[src/rtl/pattern_stream_ctrl.sv]
// Word-to-bit controller around an overlapping "0101" Moore detector.
// Feeds each accepted word MSB-first, counts matches per word and a saturating total.
module pattern_stream_ctrl #(
  parameter int WORD_W = 8,
  parameter int CNT_W  = 16,
  localparam int CW    = $clog2(WORD_W) + 1
) (
  input  logic              clk,
  input  logic              reset,
  input  logic              in_valid,
  input  logic [WORD_W-1:0] in_data,
  output logic              in_ready,
  input  logic              flush,
  output logic              out_valid,
  output logic [CW-1:0]     out_count,
  input  logic              out_ready,
  output logic [CNT_W-1:0]  total_count,
  output logic              busy
);

  localparam int BW = (WORD_W > 2) ? $clog2(WORD_W) : 1;

  typedef enum logic [1:0] {S_IDLE, S_SHIFT, S_DONE} state_e;
  typedef enum logic [2:0] {D_IDLE, D_0, D_01, D_010, D_0101} det_e;

  state_e             state_q, state_d;
  det_e               det_q, det_d, det_step;
  logic [WORD_W-1:0]  shreg_q, shreg_d;
  logic [BW-1:0]      bit_idx_q, bit_idx_d;
  logic [CW-1:0]      out_count_q, out_count_d;
  logic [CNT_W-1:0]   total_q, total_d;
  logic               bit_in;

  assign bit_in = shreg_q[WORD_W-1];

  // Overlapping transitions: after a full match, a 0 still leaves "010" as a valid prefix.
  always_comb begin
    det_step = D_IDLE;
    case (det_q)
      D_IDLE:  det_step = bit_in ? D_IDLE : D_0;
      D_0:     det_step = bit_in ? D_01   : D_0;
      D_01:    det_step = bit_in ? D_IDLE : D_010;
      D_010:   det_step = bit_in ? D_0101 : D_0;
      D_0101:  det_step = bit_in ? D_IDLE : D_010;
      default: det_step = D_IDLE;
    endcase
  end

  always_comb begin
    state_d     = state_q;
    det_d       = det_q;
    shreg_d     = shreg_q;
    bit_idx_d   = bit_idx_q;
    out_count_d = out_count_q;
    total_d     = total_q;
    case (state_q)
      S_IDLE: begin
        if (flush) det_d = D_IDLE;
        if (in_valid) begin
          shreg_d     = in_data;
          bit_idx_d   = '0;
          out_count_d = '0;
          state_d     = S_SHIFT;
        end
      end
      S_SHIFT: begin
        det_d     = det_step;
        shreg_d   = shreg_q << 1;
        bit_idx_d = bit_idx_q + BW'(1);
        if (det_step == D_0101) begin
          out_count_d = out_count_q + CW'(1);
          if (total_q != '1) total_d = total_q + CNT_W'(1);
        end
        if (bit_idx_q == BW'(WORD_W - 1)) state_d = S_DONE;
      end
      S_DONE: begin
        if (out_ready) state_d = S_IDLE;
      end
      default: state_d = S_IDLE;
    endcase
  end

  always_ff @(posedge clk) begin
    if (reset) begin
      state_q     <= S_IDLE;
      det_q       <= D_IDLE;
      shreg_q     <= '0;
      bit_idx_q   <= '0;
      out_count_q <= '0;
      total_q     <= '0;
    end else begin
      state_q     <= state_d;
      det_q       <= det_d;
      shreg_q     <= shreg_d;
      bit_idx_q   <= bit_idx_d;
      out_count_q <= out_count_d;
      total_q     <= total_d;
    end
  end

  assign in_ready    = (state_q == S_IDLE);
  assign out_valid   = (state_q == S_DONE);
  assign busy        = (state_q != S_IDLE);
  assign out_count   = out_count_q;
  assign total_count = total_q;

endmodule

[config.mk]
export PLATFORM = sky130hd
export DESIGN_NAME = pattern_stream_ctrl
export DESIGN_NICKNAME = d
export VERILOG_FILES = /design/src/rtl/pattern_stream_ctrl.sv
export SDC_FILE = /design/constraint.sdc
export NUM_CORES = 1
export LEC_CHECK = 0
export BUFFER_PORTS_ARGS = -buffer_cell sky130_fd_sc_hd__buf_4
export CORE_UTILIZATION = 54
export CTS_CLUSTER_SIZE = 16
export DETAILED_ROUTE_END_ITERATION = 6
export PLACE_DENSITY = 0.79
export REMOVE_ABC_BUFFERS = 1
export SLEW_MARGIN = 20
export SYNTH_ARGS = -nofsm -noshare
export SYNTH_HDL_FRONTEND = slang
export SYNTH_SLANG_ARGS = --single-unit
[constraint.sdc]
create_clock -name clk -period 2 [get_ports clk]
set_input_delay 0.2 -clock clk [delete_from_list [all_inputs] [get_ports clk]]
set_output_delay 0.2 -clock clk [all_outputs]
set_load 0.005 [all_outputs]
== Word-level counts from Yosys, hierarchy flattened ==
Cells that the tools add are included.

* Flip-flop bits (word level): 36
* Output and inout port bits: 23
* Word-level logic and storage cells: 51

* $add $sub $neg: 3
* Equality and inequality tests: 14
* Multiplexer cells: 18
* Reductions and logical operators: 10

{| class="wikitable"
|+ Operators with widths
! kind !! count
|-
| 16-bit by 1-bit adder with 16-bit output (second input constant) || 1
|-
| 16-bit inequality test (second input constant) || 1
|-
| 8-bit case mux with 2 select lines || 1
|-
| 3-bit case mux with 2 select lines || 2
|-
| 3-bit case mux with 4 select lines || 1
|-
| 2-bit 2-to-1 mux || 5
|-
| 3-bit equality test (second input constant) || 3
|-
| 3-bit 2-to-1 mux || 3
|-
| 3-bit AND reduction || 3
|-
| 4-bit 2-to-1 mux || 2
|-
| 8-bit 2-to-1 mux || 1
|-
| 4-bit case mux with 2 select lines || 1
|-
| 3-bit by 2-bit equality test with 1-bit output (second input constant) || 2
|-
| 2-bit inequality test (second input constant) || 3
|-
| 2-bit case mux with 3 select lines || 1
|-
| 4-bit by 1-bit adder with 4-bit output (second input constant) || 1
|-
| 2-bit by 1-bit inequality test with 1-bit output (second input constant) || 2
|-
| 2-bit AND reduction || 2
|-
| 2-bit nonzero test || 2
|-
| 3-bit by 1-bit adder with 3-bit output (second input constant) || 1
|-
| 3-bit by 1-bit equality test with 1-bit output (second input constant) || 1
|-
| 3-bit zero test || 1
|-
| 2-bit by 1-bit equality test with 1-bit output (second input constant) || 1
|-
| 2-bit equality test (second input constant) || 1
|-
| other kinds (3) || 3
|}

== Longest topological paths before layout ==
Gate-level depths: netlist of run 1.

* Depth after elaboration: 6
* Gate-level depth with buffers: 6
* Depth with buffers taken out: 5

== Least setup slack after synthesis of run 1 ==
No wires, ideal clock.

* Path kind: reg-to-reg
* Start: reg total_q[0] (netlist: total_count[0])
* End: reg total_q[10] (netlist: total_count[10])
* Arrival time: 1.493 ns
* Path slack: 0.437 ns
* Cell stages (with the launch flop): 6
* Path buffers: 0
* Period minus slack after synthesis: 1.563 ns
* Cells stage by stage: dfxtp_1 ha_1 and3_1 nand4_2 or4_1 a21oi_1

* Word-level cells in the longest chain between the ends: 2

{| class="wikitable"
|+ Ends and longest elaborated chain
! what !! line !! text
|-
| from (decl) || 31 || <nowiki>logic [CNT_W-1:0] total_q, total_d;</nowiki>
|-
| from (signal assigned) || 97 || <nowiki>total_q <= total_d;</nowiki>
|-
| branches (longest 2 deep; another with 16-bit by 1-bit adder with 16-bit output) || - ||
|}

Several ways; the timed one is not identified.
A chain may end at the register's enable or synchronous reset.

== Worst setup path in the final report of run 1 ==
* Start: reg det_q[0]
* End: reg total_q[3] (netlist: total_count[3])

* Word-level cells in the longest chain between the ends: 5

{| class="wikitable"
|+ Ends and longest elaborated chain
! what !! line !! text
|-
| from (decl) || 27 || <nowiki>det_e det_q, det_d, det_step;</nowiki>
|-
| from (signal assigned) || 93 || <nowiki>det_q <= det_d;</nowiki>
|-
| 3-bit equality test or 3-bit by 2-bit equality test with 1-bit output (tied branches) || 39 || <nowiki>case (det_q)</nowiki>
|-
| 2-bit OR reduction (no source line) || - ||
|-
| 3-bit case mux with 4 select lines (*) || 39 ||
|-
| 3-bit equality test (*) || 70 || <nowiki>if (det_step == D_0101) begin</nowiki>
|-
| 3-bit AND reduction (no source line) (*) || - ||
|}

Every way passes the cells marked *; elsewhere a longest branch is shown, timed or not.

==> metrics.md, run 1 <==
| Metric | Value |
|---|---|
| Final antenna-violating net count | 0 |
| Clock Sinks | 36 |
| Met3 wire len | 137 um |
| Cells on worst reg2reg path | 4 |
| Synth Flop Type | dfxtp_1 |
| Max stage delay on crit path | 570 ps |
| First-pass GRT wire length | 6.472 mm |
| Synthesis Warnings | 0 |
| Worst-path maximum fanout | 17 |
| RSZ-0062 raised after global routing | false |
| Placer congestion estimate | 0.8094 |
| Delay-heaviest family, CP | simple AND/OR/NAND/NOR gates |
| # DRC | 0 |
| Top Layer Used | met4 |
| CTS tree | done |
| Post-layout utilization of the core | 68.69% |
| Clk buf depth | 2 |
| First-pass DRT Iterations | 4 |
| Metal-1 WL | 1.843 mm |
| Vias in the first global route | 1501 |
| Post_cts resized | 0 |
| Vias per cell | 5.872 |
| Largest net degree at the start of global routing | 37 |
| WL met2 | 1.897 mm |
| Postcts setup bufs | 0 |
| Final Total Pwr | 1.253 mW |
| Period utilization | 92.65% |
| Crit-path cells | and3b_1, nand2_2, or4_1, a21oi_1 |
| Gate Count Post-Synth | 201 |
| Routed length per placed instance | 13.89 um |
| Crit path required time | 2270 ps |
| DIE AREA | 3452 um^2 |
| Dpl ws | 193.7 ps |
| # setup viols final | 0 |
| Via count | 1656 |
| Slew Viols, Final | 0 |
| Clock slew at reported path FFs | 100 ps |
| GRT Total Usage | 24.62% |
| TNS Setup | 0 ps |
| Seq cells post-synth | 36 |
| Die H | 58.75 um |
| Synthesized cell area | 1739 um^2 |
| Final hold violation count | 0 |
| Async set-reset flop share out of synthesis | 0% |
| DP Area | 2038 um^2 |
| Worst setup SP type | register |
| Slowest cell on crit path | or4_1 |
| Max-cap violations | 0 |
| Fmax | 539.7 MHz |
| Port buffer count | 35 |
| Top Ports | 36 |
| Outcome | finished, final reports clean |
| Dpl cells | 274 |
| Setup slack, reg-to-reg | 150 ps |
| Pwr/cell area | 597.3 nW/um^2 |
| Relative max-transition margin | 60.11% |
| H-tree Lvls | 2 |
| WS Path Type | register to register |
| Worst Path Arrival | 2120 ps |
| Synth cell types | 35 |
| Final Skew | 15.86 ps |
| Worst-Margin Slew | 593.8 ps |
| Number of flops mapped to enable cells by yosys | 0 |
| Net count, final | 254 |
| CTS Buf Count | 5 |
| Setup ws final | 147.0 ps |
| CP Capture Type | register |
| Area Overhead vs Synth | 20.58% |
| Critical path launch point | det_q[0] |
| Die X | 58.75 um |
| Non-Filler Instances | 282 |
| VDD IR max | 0.0004039 V |
| # hold bufs at CTS | 0 |
| # diodes | 0 |
| Clk_lat worst skew | 330 ps |
| Final hold slack | 130.9 ps |
| CORE AREA | 3053 um^2 |
| Fin area | 2097 um^2 |
| Register area share after synthesis | 41.44% |
| Setup crit end | total_count[3] |
| Root buf cell | clkbuf_4 |
| Row Count | 20 |
| Antenna violations before repair | 0 |
| Min cycle time layout | 1853 ps |
| First DRT Iteration DRCs | 111 |
| Hold Crit Class | input pin to register |
| Worst reg2reg path endpoint | total_count[3] |
| Levels on crit path | 4 |
| Detailed Place HPWL | 2.763 mm |
| Initial Util | 56.97% |
| Worst reg2reg startpoint | det_q[0] |
| Remaining Overflow, GRT | 0 |
| P_leak | 0.8393 nW |
| WP buf/inv | 0 |
| Avg Inst Size Synth | 8.653 um^2 |
| Total Wirelength | 3.916 mm |
| Layout cell share with drive strength beyond 1 | 21.01% |
[cells in the final DEF, fill, tap and decap left out, types with 4 or more instances in the layout]
master    synthesis  routed
nand2_1          16      16
nor2_1           13      13
ha_1              4       4
nor3_1            4       4
a21oi_1          29      29
o31ai_1          13      13
a22oi_1          10      10
buf_4             3      39
or4_1            11      11
inv_1             6       6
or3_1             4       4
nand3_1          11      11
dfxtp_1          36      36
clkbuf_4          0       5
[worst register-to-register path: cells and delay by family, from the launching register on]
| family | cells | cell delay (ps) |
|---|---|---|
| AND/OR/NAND/NOR | 3 | 1250 |
| AO/OA/AOI/OAI | 1 | 140 |
| flip-flops | 1 | 410 |
[cell usage after synthesis, types with 4 or more instances]
cell type	n	area share, %
dfxtp_1	36	41
a21oi_1	29	8.3
nand2_1	16	3.5
nor2_1	13	2.8
o31ai_1	13	5.6
nand3_1	11	3.2
or4_1	11	4.7
a22oi_1	10	4.3
clkbuf_1	6	1.3
inv_1	6	1.3
ha_1	4	2.9
nor3_1	4	1.2
or3_1	4	1.4
[worst min path at each step]
stage,start,end,slack (ps),depth (start not counted)
5_1_grt,in_data[0],shreg_q[0],120,3
3_3_place_gp,shreg_q[3],shreg_q[3],440,2
2_1_floorplan,reset,bit_idx_q[1],270,1
4_1_cts,in_data[0],shreg_q[0],110,3
3_5_place_dp,shreg_q[2],shreg_q[2],450,2
6_report,in_data[0],shreg_q[0],130,3
[power by group]
group / switching [mW] / internal [mW]
clock: 0.227 / 0.174
sequential: 0.0127 / 0.733
combinational: 0.0592 / 0.0470
[state kept, by name, summed over array words and instances (netlist names)]
| signal | cells |
|---|---|
| state_q | 2 |
| shreg_q | 8 |
| bit_idx_q | 3 |
| total_count | 16 |
| out_count | 4 |
| det_q | 3 |
[logic make-up (layout without fill, tap and decap cells)]
group,Yosys count,after routing,synth area share (%)
compound gates,59,59,21.08
xor+xnor,3,3,1.511
fa+ha+maj,4,4,2.878
buf+inv,16,53,4.100
flops,36,36,41.44
mux,1,1,0.5756
simple gates,82,82,28.42
[metal layers]
metal	vias to the layer above	global-route usage (%)
li1	830	-
met1	786	29.79
met2	34	41.07
met3	6	6.374
met4	0	10.88
met5	-	0
[final cells by class]
| type | count | area, um^2 |
|---|---|---|
| clock buffers | 8 | 58.81 |
| fillers | 279 | 955.9 |
| inverters | 6 | 22.52 |
| multi-input cells | 149 | 947.2 |
| flip-flops and latches | 36 | 720.7 |
| well taps | 44 | 55.05 |
| repair buffers | 39 | 292.8 |
Note: power is estimated with default switching activity, not from simulation.
==> run 2: changes to the inputs <==
--- a/config.mk
+++ b/config.mk
@@ -6,10 +6,10 @@
 export NUM_CORES = 1
 export LEC_CHECK = 0
 export BUFFER_PORTS_ARGS = -buffer_cell sky130_fd_sc_hd__buf_4
-export CORE_UTILIZATION = 54
+export CORE_UTILIZATION = 50
 export CTS_CLUSTER_SIZE = 16
 export DETAILED_ROUTE_END_ITERATION = 6
-export PLACE_DENSITY = 0.79
+export PLACE_DENSITY = 0.74
 export REMOVE_ABC_BUFFERS = 1
 export SLEW_MARGIN = 20
 export SYNTH_ARGS = -nofsm -noshare
==> run 2 against run 1 <==
Die area increased by 7.7%. Fmax increased by 2.6%. Via count decreased by 2.1%. Setup slack improved by 48 ps. Critical endpoint is now total_count[5]. Highest routed layer unchanged.
==> metrics.md, run 2 (synthesized netlist as in run 1, its figures left out) <==
| Metric | Value |
|---|---|
| Final hold slack | 122.9 ps (-8.064 ps) |
| WS Path Type | register to register |
| Max-cap violations | 0 (unchanged) |
| Total Wirelength | 3.749 mm (-4.3%) |
| Outcome | finished, final reports clean |
| DIE AREA | 3718 um^2 (+7.7%) |
| First-pass DRT Iterations | 4 (unchanged) |
| Period utilization | 90.27% (-2.4 points) |
| Routed length per placed instance | 13.25 um (-4.6%) |
| Pwr/cell area | 594.5 nW/um^2 (-0.47%) |
| Crit path required time | 2270 ps (about the same) |
| GRT Total Usage | 22.02% (-2.6 points) |
| VDD IR max | 0.0005251 V (+30%) |
| CP Capture Type | register |
| Grt met1 use | 28.66% (-1.1 points) |
| Antenna violations before repair | 0 (unchanged) |
| Final hold violation count | 0 (unchanged) |
| Max stage delay on crit path | 550 ps (-20 ps) |
| P_leak | 0.8337 nW (-0.66%) |
| Net count, final | 253 (-0.39%) |
| Most frequent cells in the layout | buf_4 (38), dfxtp_1 (36), a21oi_1 (29), nand2_1 (16) |
| Row Count | 21 (+5.0%) |
| Clk_lat worst skew | 330 ps (about the same) |
| Relative max-transition margin | 62.79% (+2.7 points) |
| Crit-path cells | and3b_1, nand2_2, or4_1, a21oi_1 |
| # setup viols final | 0 (unchanged) |
| Hold_sp | in_data[0] |
| Min cycle time layout | 1805 ps (-47.71 ps) |
| # hold bufs at CTS | 0 (unchanged) |
| # diodes | 0 (unchanged) |
| CTS tree | done |
| Worst Path Arrival | 2070 ps (-50 ps) |
| Layout cell share with drive strength beyond 1 | 21.10% (+0.089 points) |
| Setup ws final | 194.7 ps (+47.71 ps) |
| Vias per cell | 5.728 (-2.5%) |
| Critical path launch point | state_q[0] |
| H-tree Lvls | 2 (unchanged) |
| Hold Crit Class | input pin to register |
| Worst reg2reg startpoint | state_q[0] |
| Via count | 1621 (-2.1%) |
| Clock slew at reported path FFs | 110 ps (about the same) |
| # DRC | 0 (unchanged) |
| Die H | 60.98 um (+3.8%) |
| Final antenna-violating net count | 0 (unchanged) |
| Slew Viols, Final | 0 (unchanged) |
| Slowest cell on crit path | or4_1 |
| Fmax | 553.9 MHz (+2.6%) |
| Commonest non-fill, non-tap cell in the layout | buf_4 |
| Initial Util | 52.12% (-4.8 points) |
| Largest net degree at the start of global routing | 37 (unchanged) |
| Max FFs per register | 16 (unchanged) |
| Remaining Overflow, GRT | 0 (unchanged) |
| Die X | 60.98 um (+3.8%) |
| Clock Sinks | 36 (unchanged) |
| First-pass GRT wire length | 6.092 mm (-5.9%) |
| Port buffer count | 35 (unchanged) |
| Vias in the first global route | 1399 (-6.8%) |
| Placer congestion estimate | 0.7909 (-2.3%) |
| CTS Buf Count | 5 (unchanged) |
| Worst-Margin Slew | 553.9 ps (-39.82 ps) |
| TNS Setup | 0 ps (unchanged) |
| Detailed Place HPWL | 2.664 mm (-3.6%) |
| Dpl ws | 183.0 ps (-10.69 ps) |
| Worst-path maximum fanout | 17 (unchanged) |
| Top Ports | 36 (unchanged) |
| Worst setup SP type | register |
| M2 GR Usage | 36.26% (-4.8 points) |
| CORE AREA | 3337 um^2 (+9.3%) |
| GR peak layer | met2 |
| Final Skew | 11.74 ps (-4.123 ps) |
| RSZ-0062 raised after global routing | false |
| Clk buf depth | 2 (unchanged) |
| Met3 Track Usage GR | 5.117% (-1.3 points) |
| Area Overhead vs Synth | 20.36% |
| Root buf cell | clkbuf_4 |
| First DRT Iteration DRCs | 103 (-7.2%) |
run 2: changes by cell type in the layout (fill, tap and decap cells not counted), sizes merged:
cell / previous run / this run
buf: 39 / 38
run 2: per-stage QoR:
step | cell area, um^2 | std cells | total power, mW | utilization (%)
finish | 2093 | 283 | 1.244 | 62.73
CTS | 2092 | 283 | 1.261 | 62.69
global placement | 2033 | 275 | 0.8592 | 60.93
detailed placement | 2033 | 275 | 0.8642 | 60.93
floorplan | 1690 | 191 | 0.8103 | -
global route | 2093 | 283 | 1.307 | 62.73
run 2: repair_timing:
item                                    4_1_cts  5_1_grt
gates resized for setup                       0        1
buffers inserted                              0        0
endpoints found under the setup margin        0        1
run 2: final cells by class:
class	instances	area (um^2)
clock buffers	8	58.81
fillers	312	1244
inverters	6	22.52
multi-input cells	149	948.4
flip-flops and latches	36	720.7
well taps	46	57.56
repair buffers	38	285.3
run 2: report_power, final:
part	switching, mW	internal (mW)
Clock	0.223	0.174
Combinational	0.0573	0.0450
Sequential	0.0121	0.733
run 2: worst max-delay path, delay by kind of cell (launching register included):
kind / cells / cell delay, ps
and+or+nand+nor: 3 / 1180
DFF: 1 / 430
AOI/OAI and AO/OA: 1 / 150
run 2: worst paths after layout:
check,endpoint,slack (ps),cells after the start
max,total_count[5],190,4
min,shreg_q[0],120,3
min reg2reg,shreg_q[2],470,2
max reg2reg,total_count[5],190,4
run 2: per-layer routing:
metal | wire, um | share of wire (%)
met3 | 134 | 3.6
met4 | 24 | 0.64
met2 | 1813 | 48
met5 | 0 | 0
met1 | 1777 | 47
==> run 3: changes to the inputs <==
--- a/config.mk
+++ b/config.mk
@@ -7,6 +7,7 @@
 export LEC_CHECK = 0
 export BUFFER_PORTS_ARGS = -buffer_cell sky130_fd_sc_hd__buf_4
 export CORE_UTILIZATION = 50
+export CTS_BUF_LIST = sky130_fd_sc_hd__clkbuf_16
 export CTS_CLUSTER_SIZE = 16
 export DETAILED_ROUTE_END_ITERATION = 6
 export PLACE_DENSITY = 0.74
==> run 3 against run 2 <==
First-iteration DRC count is 12% higher. Cell count is the same. Global-route usage rose by 0.93 points. Register-to-register slack got worse by 60 ps. Die area did not move. Count of clock-buffer cells in the layout is 3 lower. Combinational power hardly changed. Critical endpoint unchanged. Critical path type unchanged.
==> metrics.md, run 3 (synthesized netlist as in run 1, its figures left out) <==
| Metric | Value |
|---|---|
| # diodes | 0 (unchanged) |
| Outcome | finished, final reports clean |
| TNS Setup | 0 ps (unchanged) |
| P_leak | 0.8750 nW (+5.0%) |
| Fillers | 295 (-5.4%) |
| VDD IR max | 0.0006283 V (+20%) |
| Root buf cell | clkbuf_16 |
| Row Count | 21 (unchanged) |
| Hold Crit Class | input pin to register |
| GRT Total Usage | 22.95% (+0.93 points) |
| Most frequent cells in the layout | buf_4 (38), dfxtp_1 (36), a21oi_1 (29), nand2_1 (16) |
| CTS Buf Count | 5 (unchanged) |
| Min cycle time layout | 1864 ps (+58.47 ps) |
| Max FFs per register | 16 (unchanged) |
| Top Ports | 36 (unchanged) |
| Initial Util | 52.12% (unchanged) |
| Post-layout utilization of the core | 65.05% (+2.3 points) |
| Fmax | 536.5 MHz (-3.1%) |
| Cells on worst reg2reg path | 4 (unchanged) |
| Fin area | 2171 um^2 (+3.7%) |
| Final hold violation count | 0 (unchanged) |
| Die H | 60.98 um (unchanged) |
| Die X | 60.98 um (unchanged) |
| First DRT Iteration DRCs | 115 (+12%) |
| First-pass GRT wire length | 6.265 mm (+2.8%) |
| Max-cap violations | 0 (unchanged) |
| Antenna violations before repair | 0 (unchanged) |
| CTS tree | done |
| Routed length per placed instance | 13.60 um (+2.7%) |
| Clock Sinks | 36 (unchanged) |
| Total Wirelength | 3.849 mm (+2.7%) |
| H-tree Lvls | 2 (unchanged) |
| # setup viols final | 0 (unchanged) |
| Worst-path maximum fanout | 17 (unchanged) |
| Vias per cell | 5.767 (+0.68%) |
| Relative max-transition margin | 63.05% (+0.26 points) |
| Setup ws final | 136.2 ps (-58.47 ps) |
| Via count | 1632 (+0.68%) |
| Worst Path Arrival | 2060 ps (about the same) |
| WS Path Type | register to register |
| First-pass DRT Iterations | 4 (unchanged) |
| CORE AREA | 3337 um^2 (unchanged) |
| CP Capture Type | register |
| Clk buf depth | 2 (unchanged) |
| Slew Viols, Final | 0 (unchanged) |
| Port buffer count | 35 (unchanged) |
| Hold path depth | 3 (unchanged) |
| Crit path required time | 2200 ps (-70 ps) |
| Dpl ws | 183.0 ps (unchanged) |
| Area Overhead vs Synth | 24.82% |
| # hold bufs at CTS | 0 (unchanged) |
| Remaining Overflow, GRT | 0 (unchanged) |
| Final antenna-violating net count | 0 (unchanged) |
| Net count, final | 253 (unchanged) |
| Detailed Place HPWL | 2.664 mm (unchanged) |
| Vias in the first global route | 1439 (+2.9%) |
| # DRC | 0 (unchanged) |
| DP Area | 2033 um^2 (unchanged) |
| DIE AREA | 3718 um^2 (unchanged) |
| Worst setup SP type | register |
| Largest net degree at the start of global routing | 37 (unchanged) |
| Commonest non-fill, non-tap cell in the layout | buf_4 |
| Clk_lat worst skew | 270 ps (-60 ps) |
| Final Total Pwr | 1.555 mW (+25%) |
| Layout cell share with drive strength beyond 1 | 20.68% (-0.42 points) |
| Clock slew at reported path FFs | 50 ps (-60 ps) |
| Pwr/cell area | 716.3 nW/um^2 (+21%) |
| Final Skew | 3.446 ps (-8.292 ps) |
| RSZ-0062 raised after global routing | false |
| Placer congestion estimate | 0.7909 (unchanged) |
| Period utilization | 93.19% (+2.9 points) |
| Worst-Margin Slew | 550.1 ps (-3.884 ps) |
## run 3: cell types whose count changed in the layout (fill, tap and decap cells not counted), sizes merged
cell    before  now
clkinv       0    1
inv          6    8
clkbuf       8    5
## run 3: final cells by class
class	instances	area, um^2	share of cell area (%)
multi-input combinational	149	948.4	43.69
sequential	36	720.7	33.20
timing repair buffer	38	285.3	13.14
clock buffer	5	125.1	5.764
tap	46	57.56	2.651
inverter	6	22.52	1.037
clock inverter	3	11.26	0.5187
## run 3: where the power goes
part	switching, mW	internal [mW]	total, mW
registers	0.0122	0.735	0.747
clock network	0.259	0.447	0.706
logic	0.0569	0.0450	0.102
## run 3: through the flow
stage               hold slack, ps  instances
floorplan                    269.1        191
global placement             441.4        275
CTS                          176.5        283
global route                 178.4        283
finish                       184.9        283
detailed placement           449.3        275
## run 3: what timing repair did
| action | CTS | global route |
|---|---|---|
| endpoints found under the hold margin | 0 | 0 |
| setup buffers | 0 | 0 |
| gates resized for setup | 0 | 1 |
| setup endpoints to repair | 0 | 1 |
## run 3: critical path, cell delays in order (launching register included)
cell and delay, ps:
dfxtp_1 410, and3b_1 390, nand2_2 250, or4_1 570
a21oi_1 170
## run 3: layer usage
layer	share of wire [%]	routed length [um]	up-vias	global-route usage, %
met5	0	0	-	0
met4	1.5	59	0	10.71
met3	2.8	108	6	3.838
met2	48	1864	31	38.30
met1	47	1816	770	28.93
li1	-	-	825	-
## run 3: worst paths after layout
kind	startpoint	end	slack (ps)
min reg2reg	shreg_q[2]	shreg_q[2]	450
max	state_q[0]	total_count[5]	140
max reg2reg	state_q[0]	total_count[5]	140
min	in_data[0]	shreg_q[0]	180
